===== src/rtl/mmio_lcd_timing_m_pkg.sv =====
// Shared LCD timing definitions: PPU mode encoding, LCD register addresses,
// scanline timing constants and the dot/line to mode decode.
package mmio_lcd_timing_m_pkg;

  typedef enum logic [1:0] {
    HBLANK   = 2'd0,
    VBLANK   = 2'd1,
    OAM_SCAN = 2'd2,
    DRAW     = 2'd3
  } ppu_mode_e;

  localparam logic [7:0] ADDR_LCDC = 8'h40;
  localparam logic [7:0] ADDR_STAT = 8'h41;
  localparam logic [7:0] ADDR_LY   = 8'h44;
  localparam logic [7:0] ADDR_LYC  = 8'h45;

  localparam int unsigned DOTS_PER_LINE   = 456;
  localparam int unsigned LINES_PER_FRAME = 154;
  localparam int unsigned VISIBLE_LINES   = 144;
  localparam int unsigned OAM_DOTS        = 80;
  localparam int unsigned DRAW_DOTS       = 172;

  localparam logic [7:0] LCDC_RESET = 8'h91;

  function automatic ppu_mode_e decode_mode(input logic [8:0] dot, input logic [7:0] ly);
    if (ly >= 8'(VISIBLE_LINES))
      return VBLANK;
    else if (dot < 9'(OAM_DOTS))
      return OAM_SCAN;
    else if (dot < 9'(OAM_DOTS + DRAW_DOTS))
      return DRAW;
    else
      return HBLANK;
  endfunction

endpackage


===== src/rtl/mmio_lcd_timing_m_dot_counter.sv =====
// Dot/line counter: counts dots within a line and lines within a frame while
// running, and holds both at zero otherwise.
module lcd_dot_counter_m
  import mmio_lcd_timing_m_pkg::*;
(
  input  logic       clk,
  input  logic       rst,
  input  logic       run,
  output logic [8:0] dot,
  output logic [7:0] ly,
  output logic [8:0] dot_next,
  output logic [7:0] ly_next,
  output logic       vblank_start
);

  logic [8:0] dot_q, dot_d;
  logic [7:0] ly_q, ly_d;

  always_comb begin
    dot_d = dot_q;
    ly_d  = ly_q;
    if (!run) begin
      dot_d = '0;
      ly_d  = '0;
    end else if (dot_q == 9'(DOTS_PER_LINE - 1)) begin
      dot_d = '0;
      ly_d  = (ly_q == 8'(LINES_PER_FRAME - 1)) ? '0 : ly_q + 8'd1;
    end else begin
      dot_d = dot_q + 9'd1;
    end
  end

  always_ff @(posedge clk or posedge rst) begin
    if (rst) begin
      dot_q <= '0;
      ly_q  <= '0;
    end else begin
      dot_q <= dot_d;
      ly_q  <= ly_d;
    end
  end

  assign dot          = dot_q;
  assign ly           = ly_q;
  assign dot_next     = dot_d;
  assign ly_next      = ly_d;
  assign vblank_start = run && (dot_q == 9'(DOTS_PER_LINE - 1)) &&
                        (ly_q == 8'(VISIBLE_LINES - 1));

endmodule


===== src/rtl/mmio_lcd_timing_m.sv =====
// LCD timing controller: LCDC/STAT/LY/LYC registers, PPU mode sequencing and
// the vblank / lcd_stat interrupt request pulses.
module mmio_lcd_timing_m
  import mmio_lcd_timing_m_pkg::*;
(
  input  logic       clk,
  input  logic       rst,
  input  logic       sel,
  input  logic [7:0] addr,
  input  logic       we,
  input  logic [7:0] wdata,
  output logic [7:0] rdata,
  output logic       vblank_irq,
  output logic       lcd_stat_irq,
  output logic       lcd_on,
  output logic [1:0] ppu_mode,
  output logic [7:0] ly,
  output logic [8:0] dot,
  output logic [7:0] lcdc
);

  logic [7:0] lcdc_q, lcdc_d;
  logic [3:0] stat_en_q, stat_en_d;
  logic [7:0] lyc_q, lyc_d;
  ppu_mode_e  mode_q, mode_d;
  logic       lyc_eq_q, lyc_eq_d;
  logic       stat_line_q, stat_line_d;
  logic       vblank_irq_q, vblank_irq_d;
  logic       lcd_stat_irq_q, lcd_stat_irq_d;
  logic [7:0] rdata_q, rdata_d;

  logic       run;
  logic [8:0] dot_next;
  logic [7:0] ly_next;
  logic       vblank_start;

  always_comb begin
    lcdc_d    = lcdc_q;
    stat_en_d = stat_en_q;
    lyc_d     = lyc_q;
    if (sel && we) begin
      case (addr)
        ADDR_LCDC: lcdc_d    = wdata;
        ADDR_STAT: stat_en_d = wdata[6:3];
        ADDR_LYC:  lyc_d     = wdata;
        default:   ;
      endcase
    end
  end

  // Counting stops on the same edge that LCDC.7 is cleared, and the first
  // enabled cycle starts from dot 0, so disabling at vblank entry drops the pulse.
  always_comb begin
    run = lcdc_q[7] & lcdc_d[7];
  end

  lcd_dot_counter_m u_dot_counter (
    .clk          (clk),
    .rst          (rst),
    .run          (run),
    .dot          (dot),
    .ly           (ly),
    .dot_next     (dot_next),
    .ly_next      (ly_next),
    .vblank_start (vblank_start)
  );

  // Mode and lyc_eq come from the next dot/ly so every STAT source switches on
  // the same edge; a hand-over between sources then never shows a low gap.
  always_comb begin
    mode_d         = lcdc_d[7] ? decode_mode(dot_next, ly_next) : HBLANK;
    lyc_eq_d       = (ly_next == lyc_d);
    stat_line_d    = (stat_en_d[3] & lyc_eq_d) |
                     (stat_en_d[2] & (mode_d == OAM_SCAN)) |
                     (stat_en_d[1] & (mode_d == VBLANK)) |
                     (stat_en_d[0] & (mode_d == HBLANK));
    lcd_stat_irq_d = lcdc_d[7] & stat_line_d & ~stat_line_q;
    vblank_irq_d   = vblank_start;

    rdata_d = '0;
    if (sel) begin
      case (addr)
        ADDR_LCDC: rdata_d = lcdc_q;
        ADDR_STAT: rdata_d = {1'b1, stat_en_q, lyc_eq_q, mode_q};
        ADDR_LY:   rdata_d = ly;
        ADDR_LYC:  rdata_d = lyc_q;
        default:   rdata_d = 8'hFF;
      endcase
    end
  end

  always_ff @(posedge clk or posedge rst) begin
    if (rst) begin
      lcdc_q         <= LCDC_RESET;
      stat_en_q      <= '0;
      lyc_q          <= '0;
      mode_q         <= HBLANK;
      lyc_eq_q       <= 1'b0;
      stat_line_q    <= 1'b0;
      vblank_irq_q   <= 1'b0;
      lcd_stat_irq_q <= 1'b0;
      rdata_q        <= '0;
    end else begin
      lcdc_q         <= lcdc_d;
      stat_en_q      <= stat_en_d;
      lyc_q          <= lyc_d;
      mode_q         <= mode_d;
      lyc_eq_q       <= lyc_eq_d;
      stat_line_q    <= stat_line_d;
      vblank_irq_q   <= vblank_irq_d;
      lcd_stat_irq_q <= lcd_stat_irq_d;
      rdata_q        <= rdata_d;
    end
  end

  assign rdata        = rdata_q;
  assign vblank_irq   = vblank_irq_q;
  assign lcd_stat_irq = lcd_stat_irq_q;
  assign lcd_on       = lcdc_q[7];
  assign ppu_mode     = mode_q;
  assign lcdc         = lcdc_q;

endmodule


===== config.mk =====
export PLATFORM = sky130hd
export DESIGN_NAME = mmio_lcd_timing_m
export DESIGN_NICKNAME = d
export VERILOG_FILES = /design/src/rtl/mmio_lcd_timing_m_pkg.sv /design/src/rtl/mmio_lcd_timing_m_dot_counter.sv /design/src/rtl/mmio_lcd_timing_m.sv
export SDC_FILE = /design/constraint.sdc
export NUM_CORES = 1
export LEC_CHECK = 0
export ABC_CLOCK_PERIOD_IN_PS = 2500
export BUFFER_PORTS_ARGS = -buffer_cell sky130_fd_sc_hd__buf_2
export CAP_MARGIN = 20
export CORE_MARGIN = 2
export CORE_UTILIZATION = 35
export DETAILED_ROUTE_END_ITERATION = 8
export PLACE_DENSITY = 0.59
export SLEW_MARGIN = 30
export SYNTH_ARGS = -nofsm -noshare
export SYNTH_HDL_FRONTEND = slang
export SYNTH_SLANG_ARGS = --single-unit

===== constraint.sdc =====
create_clock -name clk -period 2.5 [get_ports clk]
set_input_delay 0.125 -clock clk [delete_from_list [all_inputs] [get_ports clk]]
set_output_delay 0.125 -clock clk [all_outputs]
set_load 0.01 [all_outputs]

==> summary.md <==
| Metric | Value |
|---|---|
| Area grow syn2layout | 31.40% |
| Antenna-violating nets left | 0 |
| Gr usage total | 17.09% |
| Max cap viols | 0 |
| Setup Skew | 0.003798 ns |
| Critical path fanouts, max | 7 |
| Crit Path Category | reg -> reg |
| Peak VDD IR | 0.1658 mV |
| Fmax | 402.7 MHz |
| Worst hold-check path type | in -> reg |
| Hold WS | 0.07001 ns |
| Hold depth | 2 |
| Antenna cell count | 0 |
| Port Buffer Count | 57 |
| DP Wirelength | 6017 µm |
| Ports | 58 |
| Most frequent cells in the layout | buf_2, buf_4, dfrtp_1 |
| Setup slack, reg-to-reg | 0.02 ns |
| Drt total wl | 7747 µm |
| Seq/Total Area, Yosys | 43.29% |
| First-pass GRT wire length | 11,840 µm |
| Worst skew pair latency | 0.30 ns |
| Cells after Synth | 266 |
| Layout Cells excl Fill | 476 |
| Worst EP required | 2.74 ns |
| Synth Warn # | 0 |
| Placer congestion estimate | 0.8878 |
| Worst Hold End | lcdc[1] |
| Slew HR | 65.03% |
| Reg2Reg Depth | 10 |
| Avg Cell Area, Syn | 11.11 µm² |
| Reg clk slew, reported paths | 0.10 ns |
| Cell Count Post-Placement | 461 |
| Total power draw | 0.001518 W |
| Drt first-iter violations | 113 |
| Initial antenna violation count | 0 |
| Number of global-route vias before repair | 2,258 |
| Die Wd | 95.91 µm |
| Proportion of layout cells with a drive suffix above 1 | 46.36% |
| Final count of negative-setup-slack endpoints | 0 |
| Post-synth top area share | 40.63% |
| Fin crit share | 99.33% |
| Full die area | 0.009199 mm² |
| Root Driver | clkbuf_8 |
| RR Endpoint | lcd_stat_irq |
| Drt wl/cell | 16.28 µm |
| DR vias/cell | 5.166 |
| PD cells | 390.8 mW/mm² |
| Ys async rst share | 100.0% |
| Syn Nets | 289 |
| Total clock sinks | 51 |
| First drt pass iteration count | 4 |
| Slew @ Worst Pin | 0.5238 ns |
| CTS tree | built |
| Die H | 95.91 µm |
| Final nets | 393 |
| RSZ-0062 raised after global routing | true |
| Synth area leaders | dfrtp_1, mux2_2, mux4_2, xnor2_1, o21a_1 |
| Cell taking the most area after synthesis | dfrtp_1 |
| Dpl ws | -0.04098 ns |
| Hold Path Origin | wdata[1] |
| Outcome | complete, no violations |
| CP Capture Type | flip-flop |
| Multi-input gate area | 0.001604 mm² |
| P_leak | 1.955 nW |
| Filler cell count in the final layout | 794 |
| Yosys cell types | 67 |
| Core region area | 0.008217 mm² |
| Grt total ovfl | 0 |
| Sequential cell area | 0.001285 mm² |
| Largest net degree at the start of global routing | 27 |
| Mapped Area | 0.002957 mm² |
| Residual DRC count | 0 |
| Crit start category | flip-flop |
| Endpoints failing hold | 0 |
| Sum of negative setup slack | 0 ns |
| Via Count | 2,459 |
| Initial Utilization | 35.98% |
| CP Data Arrival Time | 2.72 ns |
| H-tree depth | 2 |
| Max Slew Vio Count | 0 |
| Worst r2r src | u_dot_counter.dot[1] |
| Clk buf depth | 2 |
| Cts bufs inserted | 5 |
| Most common cell after layout, fill and taps aside | buf_2 |
| Tmin final | 2.483 ns |
| Synthesized flop and latch total | 51 |
| Final worst setup slack | 0.01671 ns |
| Ys flop type | dfrtp_1 |
| EDFF count, synth | 0 |
| Rows | 33 |
-- registers in the layout, indices dropped and copies added, names as in the netlist --
name,cells
u_dot_counter.dot,9
lcdc,8
lyc_q,8
rdata,8
u_dot_counter.ly,8
stat_en_q,4
ppu_mode,2
lcd_stat_irq,1
lyc_eq_q,1
stat_line_q,1
vblank_irq,1
-- synth_stat cells, types with 3 or more instances --
cell	number
a21oi_1	3
a31oi_1	3
and3_1	4
buf_6	5
clkbuf_1	3
dfrtp_1	48
dfstp_2	3
ha_1	3
inv_1	13
mux2_2	16
mux2i_1	7
mux4_2	7
nand2_1	13
nand2b_1	3
nand3_1	12
nand4_1	7
nor2_1	21
nor2b_1	5
nor3_1	4
nor4_1	5
o21a_1	11
o21ai_0	5
xnor2_1	12
xor2_1	4
-- worst max-delay path by stage --
| stage | startpoint | slack, ns | to | cells past startpoint |
|---|---|---|---|---|
| CTS | u_dot_counter.dot[1] | 0.004 | lcd_stat_irq | 10 |
| global route | u_dot_counter.dot[1] | -0.09 | lcd_stat_irq | 10 |
| finish | u_dot_counter.dot[1] | 0.02 | lcd_stat_irq | 10 |
| global placement | u_dot_counter.dot[1] | 0.005 | lcd_stat_irq | 12 |
| floorplan | u_dot_counter.dot[0] | 0.03 | lcd_stat_irq | 11 |
| detailed placement | u_dot_counter.ly[0] | -0.04 | lcd_stat_irq | 9 |
-- routing by layer --
layer  up-vias  share of wire, %  track usage [%]
li1       1185                 -                -
met1      1206                45            22.11
met2        64                49            29.95
met3         4               4.5            2.976
met4         0              0.59            3.690
met5         -                 0                0
-- critical path: stages, from the launching register on --
cell and delay [ns]:
dfrtp_2 0.44, ha_4 0.16, nand4bb_1 0.10, buf_6 0.17, or2_4 0.14, o211ai_4 0.12
or4_1 0.54, a31o_1 0.24, a32oi_2 0.15, a41o_1 0.19, nor3b_2 0.15
-- final cells by class --
class,count,area share [%]
sequential,51,33.08
clock inverter,2,0.4187
inverter,13,1.256
clock buffer,6,2.126
multi-input combinational,187,41.29
tap,105,3.382
timing repair buffer,112,18.45
-- repair_timing --
item	4_1_cts	5_1_grt
endpoints found under the hold margin	22	0
setup buffers	1	5
pin swaps	2	14
hold buffers	1	0
endpoints found under the setup margin	2	3
gates resized for setup	8	9
-- stage by stage --
step | instance area [µm²] | util, %
after floorplan | 2992 | -
after global placement | 3649 | 44.40
after detailed placement | 3649 | 44.40
after CTS | 3794 | 46.17
after global routing | 3885 | 47.28
final | 3885 | 47.28
-- logic make-up (layout without fill, tap and decap cells) --
| family | after synthesis | in the layout | share of synthesized area (%) |
|---|---|---|---|
| xor+xnor | 16 | 16 | 4.740 |
| simple gates | 94 | 94 | 19.55 |
| fa+ha+maj | 3 | 3 | 1.270 |
| flops | 51 | 51 | 43.29 |
| mux | 30 | 30 | 13.80 |
| compound gates | 44 | 44 | 11.51 |
| buf+inv | 28 | 133 | 5.840 |
-- power breakdown --
group          leakage [nW]  switching, W  total, W  internal, W
registers             0.670    0.00000770  0.000853     0.000845
clock network        0.0474      0.000291  0.000518     0.000227
logic                  1.24     0.0000797  0.000147    0.0000678
total                  1.95      0.000379   0.00152      0.00114
Power figures use the tool's default switching activity.
